**src/rtl/conv_display_ctrl_pkg.sv**
```systemverilog
// Shared constants and types for the binary-to-7-segment display controller.
// Segment constants are active-low, written a..g from left to right.
package conv_display_ctrl_pkg;

  localparam int W_DEF       = 14;
  localparam int NDIG_DEF    = 4;
  localparam int MAX_VAL_DEF = 9999;

  localparam logic [0:6] SEG_0     = 7'b0000001;
  localparam logic [0:6] SEG_1     = 7'b1001111;
  localparam logic [0:6] SEG_2     = 7'b0010010;
  localparam logic [0:6] SEG_3     = 7'b0000110;
  localparam logic [0:6] SEG_4     = 7'b1001100;
  localparam logic [0:6] SEG_5     = 7'b0100100;
  localparam logic [0:6] SEG_6     = 7'b0100000;
  localparam logic [0:6] SEG_7     = 7'b0001111;
  localparam logic [0:6] SEG_8     = 7'b0000000;
  localparam logic [0:6] SEG_9     = 7'b0000100;
  localparam logic [0:6] SEG_BLANK = 7'b1111111;

  typedef enum logic [1:0] {
    IDLE,
    SHIFT,
    UPDATE
  } state_e;

endpackage

```
**src/rtl/seg7_digito.sv**
```systemverilog
// Combinational BCD digit to active-low 7-segment pattern decoder.
// Nibbles above 9 light nothing.
module seg7_digito
  import conv_display_ctrl_pkg::*;
(
  input  logic [3:0] bcd_i,
  output logic [0:6] seg_o
);

  always_comb begin
    seg_o = SEG_BLANK;
    case (bcd_i)
      4'd0:    seg_o = SEG_0;
      4'd1:    seg_o = SEG_1;
      4'd2:    seg_o = SEG_2;
      4'd3:    seg_o = SEG_3;
      4'd4:    seg_o = SEG_4;
      4'd5:    seg_o = SEG_5;
      4'd6:    seg_o = SEG_6;
      4'd7:    seg_o = SEG_7;
      4'd8:    seg_o = SEG_8;
      4'd9:    seg_o = SEG_9;
      default: seg_o = SEG_BLANK;
    endcase
  end

endmodule

```
**src/rtl/conv_display_ctrl.sv**
```systemverilog
// Iterative double-dabble converter driving four 7-segment displays.
// One shift per clock; results are held in output registers and blanked by EN.
module conv_display_ctrl
  import conv_display_ctrl_pkg::*;
#(
  parameter int W       = W_DEF,
  parameter int NDIG    = NDIG_DEF,
  parameter int MAX_VAL = MAX_VAL_DEF
) (
  input  logic         clk,
  input  logic         rst_n,
  input  logic         start,
  input  logic [W-1:0] X,
  input  logic         EN,
  output logic         busy,
  output logic         done,
  output logic [0:6]   display1,
  output logic [0:6]   display2,
  output logic [0:6]   display3,
  output logic [0:6]   display4
);

  localparam int BW = 4 * NDIG;
  localparam int CW = $clog2(W + 1);
  localparam logic [W-1:0] MAX_W = W'(MAX_VAL);

  state_e        state_q, state_d;
  logic [W-1:0]  bin_q, bin_d;
  logic [BW-1:0] bcd_q, bcd_d;
  logic [CW-1:0] cnt_q, cnt_d;
  logic          sat_q, sat_d;
  logic          done_q, done_d;
  logic [0:6]    seg_q [NDIG];
  logic [0:6]    seg_d [NDIG];
  logic [0:6]    digPat [NDIG];
  logic [BW-1:0] adjBcd;

  for (genvar g = 0; g < NDIG; g++) begin : gen_dig
    seg7_digito u_dig (
      .bcd_i(bcd_q[4*g +: 4]),
      .seg_o(digPat[g])
    );
  end

  // Add-3 correction on every nibble before the shift; carry out of the top nibble is dropped.
  always_comb begin
    adjBcd = bcd_q;
    for (int i = 0; i < NDIG; i++) begin
      if (bcd_q[4*i +: 4] >= 4'd5) begin
        adjBcd[4*i +: 4] = bcd_q[4*i +: 4] + 4'd3;
      end
    end
  end

  always_comb begin
    state_d = state_q;
    bin_d   = bin_q;
    bcd_d   = bcd_q;
    cnt_d   = cnt_q;
    sat_d   = sat_q;
    done_d  = 1'b0;
    seg_d   = seg_q;
    case (state_q)
      IDLE: begin
        if (start) begin
          bin_d   = X;
          bcd_d   = '0;
          cnt_d   = CW'(W);
          sat_d   = (X > MAX_W);
          state_d = SHIFT;
        end
      end
      SHIFT: begin
        {bcd_d, bin_d} = {adjBcd, bin_q} << 1;
        cnt_d = cnt_q - CW'(1);
        if (cnt_q == CW'(1)) begin
          state_d = UPDATE;
        end
      end
      UPDATE: begin
        for (int i = 0; i < NDIG; i++) begin
          seg_d[i] = sat_q ? SEG_9 : digPat[i];
        end
        done_d  = 1'b1;
        state_d = IDLE;
      end
      default: state_d = IDLE;
    endcase
  end

  always_ff @(posedge clk or negedge rst_n) begin
    if (!rst_n) begin
      state_q <= IDLE;
      bin_q   <= '0;
      bcd_q   <= '0;
      cnt_q   <= '0;
      sat_q   <= 1'b0;
      done_q  <= 1'b0;
      for (int i = 0; i < NDIG; i++) begin
        seg_q[i] <= SEG_BLANK;
      end
    end else begin
      state_q <= state_d;
      bin_q   <= bin_d;
      bcd_q   <= bcd_d;
      cnt_q   <= cnt_d;
      sat_q   <= sat_d;
      done_q  <= done_d;
      seg_q   <= seg_d;
    end
  end

  // The done cycle still counts as busy even though the FSM is already back in IDLE.
  assign busy = (state_q != IDLE) || done_q;
  assign done = done_q;

  assign display1 = EN ? seg_q[0] : SEG_BLANK;
  assign display2 = EN ? seg_q[1] : SEG_BLANK;
  assign display3 = EN ? seg_q[2] : SEG_BLANK;
  assign display4 = EN ? seg_q[3] : SEG_BLANK;

endmodule

```
**config.mk**
```make
export PLATFORM = sky130hd
export DESIGN_NAME = conv_display_ctrl
export DESIGN_NICKNAME = d
export VERILOG_FILES = /design/src/rtl/conv_display_ctrl_pkg.sv /design/src/rtl/seg7_digito.sv /design/src/rtl/conv_display_ctrl.sv
export SDC_FILE = /design/constraint.sdc
export NUM_CORES = 1
export LEC_CHECK = 0
export ABC_AREA = 1
export BUFFER_PORTS_ARGS = -buffer_cell sky130_fd_sc_hd__buf_2
export CORE_MARGIN = 5
export CORE_UTILIZATION = 30
export DETAILED_ROUTE_END_ITERATION = 8
export PLACE_DENSITY = 0.52
export SLEW_MARGIN = 20
export SYNTH_ARGS = -nofsm -noshare
export SYNTH_HDL_FRONTEND = slang
export SYNTH_HIERARCHICAL = 1
export SYNTH_SLANG_ARGS = --single-unit
```
**constraint.sdc**
```tcl
create_clock -name clk -period 1.21 [get_ports clk]
set_input_delay 0.242 -clock clk [delete_from_list [all_inputs] [get_ports clk]]
set_output_delay 0.242 -clock clk [all_outputs]
set_load 0.05 [all_outputs]
```
==> impl_results.md <==
- Cell Count Post-Placement: 795
- Reported max-cap violation count: 0
- Number of search-and-repair iterations in the first detailed-routing pass: 4
- Antenna viol nets, final: 0
- Most used flip-flop cell after synthesis: dfrtp_1
- Cell with the most instances after synthesis: nand2_1
- Dominant cell type by area after synthesis: dfrtp_1
- CTS tree: built
- Number of flip-flops and latches in the synthesized netlist: 66
- Global-route wire length before repair: 17400 µm
- Number of buffers created by CTS: 9
- Proportion of synthesized chip area in sequential cells: 41.4%
- Layout area overhead: 69.3%
- Site row count: 42
- Share of flip-flops with an asynchronous set or reset after synthesis: 100%
- Cells traversed along the worst timing path: inv_2, nand2_4, or2_4, buf_8
- Comb pwr share: 57.9%
- Remaining design rule violation count: 0
- Yosys warning total: 6
- Path category of the worst min-delay check: input pin to flip-flop
- Number of cells on the worst hold path: 3
- Average detailed-routed wire length per instance: 13.3 µm
- Clock transition at the registers of the reported paths: 0.05 ns
- Share of the cycle needed by the critical path after routing: 122%
- Hold slack: 0.108 ns
- Count of flip-flops with a built-in enable after synthesis: 0
- Total negative slack for setup checks: -6.37 ns
- Max Slew Vio Count: 0
- Clock Latency Late Sink: 0.34 ns
- Count of non-filler cells in the finished layout: 867
- Post-Syn Area per Cell: 7.39 µm²
- Total leakage power: 3.23 nW
- Pin count of the biggest net entering global routing: 67
- Syn nets: 599
- Grt ovf: 0
- Clock root buffer master: clkbuf_16
- Transition time of the tightest slew-check pin: 0.446 ns
- Highest clock frequency the design can meet: 0.676 GHz
- Setup violators final: 60
- Share of power burned in registers: 23.9%
- Crit-path max FO: 2
- Most common library cells after synthesis: nand2_1 (192), inv_1 (79), nand3_1 (75)
- Pre-CTS worst setup slack: -0.128 ns
- Fin util: 51.9%
- Deepest level of the CTS H-tree: 3
- Category of the most critical setup path: flip-flop to primary output
- Switching component of the power: 7.56 mW
- Post-layout power: 17.5 mW
- Critical path data required time: 0.97 ns
- Max stage delay on crit path: 0.39 ns
- Library cell contributing the largest single delay on the critical path: dfrtp_1
- Crit path arrival time: 1.24 ns
- Fin Clk Skew: 0.00725 ns
- Detailed-route via count: 4055
- Worst Setup Start Kind: flip-flop
- Clock network fraction of design power: 18.2%
- Worst voltage drop across the vdd grid: 0.000983 V
- Port Buffer Count: 47
- Relative slew slack: 70.3%
- Antenna fix cells: 0
- Final critical-path required period: 1.48 ns
- Starting DRC count in detailed routing: 206
- Die area: 16000 µm²
- Post-Layout Inst Area: 6890 µm²
- PnR worst setup slack: -0.270 ns
- Die boundary height: 127 µm
- Power per standard cell area: 2540 nW/µm²
- Violations in the final reports: negative setup slack
- Maximum clock insertion buffer count: 2
- Final net count: 734
- WL final: 11500 µm
- Internal power: 9.97 mW
- Instance area after placement: 4790 µm²
- HPWL after detailed placement: 6510 µm
- Result of the run: finished with violations
- Clock sink count: 66
- GRT Overall Usage: 13.2%
- Fraction of synthesized cell area taken by the top area cell type: 23.3%
- Antenna violations before repair: 0
- Detail-routed via count per cell: 4.68
- Via count of the first global-routing pass: 3815
- RSZ-0062 raised after global routing: true
- Cell count after synthesis: 551
- Effective utilization at floorplan: 30.6%
- Die outline width: 127 µm
- I/O Pins: 48
- Core area: 13300 µm²
- Cell area after synthesis: 4070 µm²
- Share of layout cells above drive strength 1: 60.5%
- Number of distinct library cells after synthesis: 27
- Last weighted congestion value of the routability-driven placer: 0.858
- Fin. Hold Viols: 0
- Top cells by area, synth: dfrtp_1 (23%), dfstp_2 (18%), nand2_1 (18%)
- R2R depth: 8
- CP endpoint kind: primary output
- Switching Share: 43.1%
[what timing repair did]
action / 4_1_cts / 5_1_grt
setup endpoints to repair: 74 / 92
pin swaps: 24 / 75
setup buffers: 36 / 19
endpoints found under the hold margin: 38 / 0
cloned: 2 / 3
resized for setup: 220 / 191
hold buffers: 1 / 0
[logic make-up (layout without fill, tap and decap cells)]
family,after synthesis,in the layout,share of synthesized area (%)
AND/OR/NAND/NOR,289,289,29.8
adder cells (fa/ha/maj),30,30,9.22
flip-flops,66,66,41.4
AO/OA/AOI/OAI,62,62,8.79
buffers and inverters,104,244,10.8
[metal layers]
layer | GRT usage (%) | up-vias | wire length [µm]
li1 | - | 2026 | -
met1 | 16.3 | 1930 | 4830
met2 | 22.3 | 85 | 5960
met3 | 3.45 | 14 | 606
met4 | 4.54 | 0 | 140
met5 | 0 | - | 0
[power groups by stage]
stage	Sequential, mW	Clock, mW	Combinational (mW)
after floorplan	3.72	0	4.38
after global placement	3.81	0	6.16
after detailed placement	3.85	0	6.24
after CTS	3.91	3.28	7.92
after global routing	4.30	3.36	11.2
final	4.19	3.20	10.1
[layout by cell type, fill, tap and decap left out, types with 2 or more instances in the layout]
cell	instances
nand2_1	112
nand2_2	64
o211ai_1	2
a21oi_1	5
inv_1	24
buf_8	30
inv_4	10
ha_4	16
nand2_4	16
buf_12	11
buf_6	15
bufinv_16	4
ha_2	5
nor2_4	4
ha_1	9
inv_2	52
nand3_1	34
buf_4	65
o22ai_1	2
nand4_1	8
o22ai_2	2
dfrtp_1	27
dfstp_2	28
o21bai_1	3
buf_2	17
o21ai_2	6
o21ai_4	5
nor2_1	8
nand3_4	6
o21ai_1	30
dfrtp_2	10
clkbuf_16	11
nand3_2	35
o21ai_0	4
[flip-flops by register name, indices dropped and copies added, names as in the netlist]
name     flops
sat_q        1
bin_q       14
cnt_q        4
state_q      2
seg_q       28
done         1
bcd_q       16
[cell type report]
type                    instances  area [µm²]
flip-flops and latches         66        1700
repair buffers                141        1470
multi-input cells             381        2780
well taps                     176         220
clock inverters                 6         129
clock buffers                  10         229
fillers                      1166        6400
inverters                      87         359
[worst max-delay path, delay by kind of cell, from the launching register on]
| family | cells | cell delay [ns] |
|---|---|---|
| buf+inv | 2 | 0.23 |
| flops | 1 | 0.39 |
| simple gates | 2 | 0.29 |
[worst paths after layout]
| check | endpoint | startpoint | slack [ns] |
|---|---|---|---|
| min | bin_q[2]$_DFFE_PN0P_ | X[2] | 0.11 |
| max reg2reg | bcd_q[15]$_DFFE_PN0P_ | state_q[0]$_DFFE_PN0P_ | -0.15 |
| min in group asynchronous | bin_q[0]$_DFFE_PN0P_ | rst_n | 0.47 |
| max in group asynchronous | seg_q[25]$_DFFE_PN1P_ | rst_n | 0.42 |
| min reg2reg | seg_q[6]$_DFFE_PN1P_ | seg_q[6]$_DFFE_PN1P_ | 0.48 |
| max | busy | state_q[0]$_DFFE_PN0P_ | -0.27 |
No activity file was read; power rests on OpenSTA's default activity.
